$ cat config.mk
export PLATFORM = sky130hd
export DESIGN_NAME = ring_rr_scheduler
export DESIGN_NICKNAME = d
export VERILOG_FILES = /design/src/rtl/ring_rr_scheduler.sv
export SDC_FILE = /design/constraint.sdc
export NUM_CORES = 1
export LEC_CHECK = 0
export BUFFER_PORTS_ARGS = -buffer_cell sky130_fd_sc_hd__buf_4
export CAP_MARGIN = 20
export CORE_MARGIN = 3
export CORE_UTILIZATION = 45
export CTS_CLUSTER_DIAMETER = 50
export CTS_CLUSTER_SIZE = 30
export DETAILED_ROUTE_END_ITERATION = 10
export PLACE_DENSITY_LB_ADDON = 0.1
export SETUP_SLACK_MARGIN = 0.15
export SYNTH_ARGS = -nofsm -noshare
export SYNTH_HDL_FRONTEND = slang
export SYNTH_SLANG_ARGS = --single-unit
$ cat constraint.sdc
create_clock -name clk -period 4.15 [get_ports clk]
set_input_delay 0.415 -clock clk [delete_from_list [all_inputs] [get_ports clk]]
set_output_delay 0.415 -clock clk [all_outputs]
set_load 0.02 [all_outputs]
$ cat src/rtl/ring_rr_scheduler.sv
// ring_rr_scheduler
//   Round-robin scheduler sharing one resource between N requesters.
//   A one-hot rotating token marks the highest-priority requester; the
//   search for a winner runs circularly upward from the token bit. Each
//   tenure is bounded by a hold timer, and the token advances to the bit
//   just above the holder whenever a tenure ends.
//
// Ports
//   clk          rising-edge clock
//   rst_n        asynchronous active-low reset
//   en           1 = new grants may be issued from IDLE
//   req[N]       level-sensitive request vector
//   done         holder releases the resource (only looked at in GRANT)
//   grant[N]     registered one-hot grant
//   grant_id     binary index of the holder (0 when idle)
//   busy         1 while in GRANT (this is also the FSM state bit)
//   token[N]     current one-hot priority pointer
//   hold_expired one-cycle pulse when a tenure is cut by the hold timer
//
// Handshake: req is a level; a requester keeps req high for as long as it
// wants the resource. Grant follows one cycle after arbitration, and the
// tenure ends on done, on req dropping, or on the hold limit. Every tenure
// is followed by at least one IDLE cycle in which arbitration re-runs.
module ring_rr_scheduler #(
    parameter int N        = 8,
    parameter int MAX_HOLD = 8,
    parameter int IDW      = 3
) (
    input  logic           clk,
    input  logic           rst_n,
    input  logic           en,
    input  logic [N-1:0]   req,
    input  logic           done,
    output logic [N-1:0]   grant,
    output logic [IDW-1:0] grant_id,
    output logic           busy,
    output logic [N-1:0]   token,
    output logic           hold_expired
);

    localparam int HW = $clog2(MAX_HOLD + 1);

    typedef enum logic {
        IDLE  = 1'b0,
        GRANT = 1'b1
    } state_t;

    state_t         state;
    logic [HW-1:0]  hold;

    logic [IDW-1:0] tok_idx;
    logic [IDW-1:0] win_idx;
    logic           win_found;
    logic [IDW:0]   scan_pos;
    logic           release_now;
    logic           timeout_cut;

    // Binary position of the one-hot token.
    always_comb begin
        tok_idx = '0;
        for (int i = 0; i < N; i++) begin
            if (token[i]) tok_idx = IDW'(i);
        end
    end

    // Circular search: start at the token bit, walk upward, wrap at N.
    // The first set request encountered wins.
    always_comb begin
        win_idx   = '0;
        win_found = 1'b0;
        scan_pos  = '0;
        for (int i = 0; i < N; i++) begin
            scan_pos = {1'b0, tok_idx} + (IDW+1)'(i);
            if (scan_pos >= (IDW+1)'(N)) scan_pos = scan_pos - (IDW+1)'(N);
            if (!win_found && req[scan_pos[IDW-1:0]]) begin
                win_found = 1'b1;
                win_idx   = scan_pos[IDW-1:0];
            end
        end
    end

    // A timeout that coincides with done is an ordinary release, so the
    // pulse is only raised when the holder would otherwise have continued.
    assign release_now = done || !req[grant_id] || (hold == HW'(MAX_HOLD));
    assign timeout_cut = (hold == HW'(MAX_HOLD)) && !done && req[grant_id];

    always_ff @(posedge clk or negedge rst_n) begin
        if (!rst_n) begin
            state        <= IDLE;
            grant        <= '0;
            grant_id     <= '0;
            busy         <= 1'b0;
            token        <= N'(1);
            hold         <= '0;
            hold_expired <= 1'b0;
        end else if (state == IDLE) begin
            hold_expired <= 1'b0;
            if (en && win_found) begin
                state    <= GRANT;
                grant    <= N'(1) << win_idx;
                grant_id <= win_idx;
                busy     <= 1'b1;
                hold     <= HW'(1);
            end
        end else begin
            if (release_now) begin
                state        <= IDLE;
                grant        <= '0;
                grant_id     <= '0;
                busy         <= 1'b0;
                hold         <= '0;
                // Priority passes to the requester just above the holder.
                token        <= {grant[N-2:0], grant[N-1]};
                hold_expired <= timeout_cut;
            end else begin
                hold_expired <= 1'b0;
                if (hold != HW'(MAX_HOLD)) hold <= hold + 1'b1;
            end
        end
    end

endmodule

==> run summary <==
Antenna Nets Post-Route - 0
Cts hold-fix bufs - 0
Row count - 24
Unrepaired setup endpoints after global routing - false
Post-synth top area share - 28.8%
Skew final - 0.00526 ns
Synth unique cells - 62
Actual slew at the worst max-slew pin - 0.655 ns
WHS - 0.0285 ns
Largest net degree at the start of global routing - 27
Minimum clock period - 3.84 ns
Diode count - 0
CP Max Fanout - 8
Main area contributors after synthesis - dfrtp_1 (29%), mux2_2 (5.2%), nand2_1 (4.0%)
Placed inst area - 0.00252 sq mm
Clock root buffer - clkbuf_8
CP Cell Sequence - or2_2 -> o21ai_1 -> inv_1 -> ha_2 -> nand2b_1 -> a21oi_1 -> nor4_4 -> and2b_1 -> o32ai_1 -> or4_4 -> a221o_1 -> a32o_1
Final Util - 59.1%
WL/cell - 18.1 um
DRT iter0 DRCs - 201
Design Area, Final - 0.00266 sq mm
DRT Pass-1 Iters - 4
Share of layout cells above drive strength 1 - 28.7%
Final HPWL DP - 4.72 mm
Crit-path max cell delay - 0.53 ns
Max stage delay cell, worst path - or4_4
Io pins - 33
Register bit total from synthesis - 26
Die Wd - 75.5 um
Drt via density - 6.37
Leading cell type in the layout, fill and taps excluded - buf_4
Period utilization - 92.5%
Top cell type by total area after synthesis - dfrtp_1
Effective utilization at floorplan - 48.3%
Gr ovfl total - 0
Core area - 0.00450 sq mm
Status - finished, final reports clean
Post-synth EDFFs - 0
First-pass GRT wire length - 9.87 mm
Vias in the first global route - 1992
Final WL - 6.18 mm
Setup violations, final - 0
Crit start category - register
Most frequent cells in the layout - buf_4 (45), dfrtp_1 (24), nand2_1 (23), nor2_1 (18), o21ai_0 (17)
Crit. End Element - register
Max-cap viol count - 0
Final TNS setup - 0 ns
Main synth FF type - dfrtp_1
Post-Syn Area - 0.00218 sq mm
CTS tree - built
Final Hold Viols - 0
TritonCTS buffer count - 3
Max Slew Vio Count - 0
Via count - 2172
Vert. Die Dim - 75.5 um
Die area - 0.00571 sq mm
Total GRT Usage - 22.7%
CTS max path bufs - 2
Post-synth ARST share - 100%
Synthesis warning total - 0
Avg Cell Area, Syn - 8.74 sq um
Slew margin rel. - 56.2%
Reg clk slew, reported paths - 0.09 ns
Clk sink count - 26
Fmax - 0.260 GHz
Mapped Cells - 249
Area grow syn2layout - 22.3%
Syn Nets - 265
Final-stage net count - 306
Required @ worst endpoint - 4.31 ns
Residual DRC - 0
RePlAce Congestion - 1.01
Critical path class - reg -> reg
Hold crit path type - in -> async
CTS H-tree depth - 1
Skew-Pair Late Insertion Delay - 0.27 ns
Critical Path AT - 4.00 ns
Antenna violations before repair - 0
Fill cells - 423
Seq/Total Area, Yosys - 30.0%
PortBufs - 32
## layout make-up
type	count	area (sq um)	area share, %
Tap cell	52	65.1	2.44
Clock inverter	1	30.0	1.13
Inverter	10	37.5	1.41
Multi-Input combinational cell	204	1500	56.2
Clock buffer	3	41.3	1.55
Timing Repair Buffer	45	338	12.7
Sequential cell	26	653	24.5
## repair_timing
item                                    4_1_cts  5_1_grt
endpoints found under the setup margin       12       16
gates resized for setup                       5       10
pin swaps                                     1        2
buffers inserted                              1        1
## registers in the layout, indices dropped and copies added, names as in the netlist
register and flops:
busy 1, grant 8, grant_id 3, hold 4, hold_expired 1, state 1
token 8
## Yosys cell counts, types with 3 or more instances
library cell,instances
buf_2,3
o211ai_1,4
mux2i_1,7
o21ai_0,17
nand3_1,13
nor3_1,5
inv_1,9
o2bb2ai_1,4
a31oi_1,5
mux2_2,10
mux4_2,3
xnor2_1,3
o32ai_1,3
a211oi_1,4
clkbuf_1,4
ha_1,4
a32o_1,4
nand2_1,23
nor2_1,19
nand4_1,3
o211a_1,3
nand2b_1,4
dfrtp_1,25
a21o_1,4
a21oi_1,14
nor2b_1,3
o22ai_1,4
## metal layers
metal  vias to the layer above  share of wire [%]  global-route usage [%]
met4                         0                1.7                    5.44
met1                      1044                 46                    31.8
li1                       1044                  -                       -
met3                        14                4.8                    2.51
met5                         -                  0                       0
met2                        70                 47                    37.9
## logic make-up after synthesis
logic type | Yosys count | synth area share (%)
adder cells (fa/ha/maj) | 4 | 2.30
AO/OA/AOI/OAI | 91 | 30.1
multiplexers | 20 | 11.5
AND/OR/NAND/NOR | 85 | 20.7
buffers and inverters | 19 | 3.79
flip-flops | 26 | 30.0
XOR/XNOR | 4 | 1.61
## critical path, delay by kind of cell, from the launching register on
kind | cells | cell delay, ns
fa+ha+maj | 1 | 0.43
compound gates | 5 | 1.11
flops | 1 | 0.49
buf+inv | 1 | 0.11
simple gates | 5 | 1.58
## metrics by stage
step                worst slack [ns]  instances
floorplan                      0.298        249
global placement              0.0743        335
detailed placement            0.0161        335
CTS                            0.170        340
global route                   0.150        341
finish                         0.310        341
## final timing paths
path,start,end,slack (ns),depth (start not counted)
worst max-delay path,token[4],grant[3],0.31,12
worst min-delay path,rst_n,token[1],0.03,1
worst max register to register,token[4],grant[3],0.31,12
worst min register to register,busy,busy,0.51,1
max in group asynchronous,rst_n,token[0],3.83,1
min in group clk,done,hold_expired,0.43,4
Power is not shown: default switching activity piles up to over one toggle a cycle in this logic, so the estimate is an artifact.
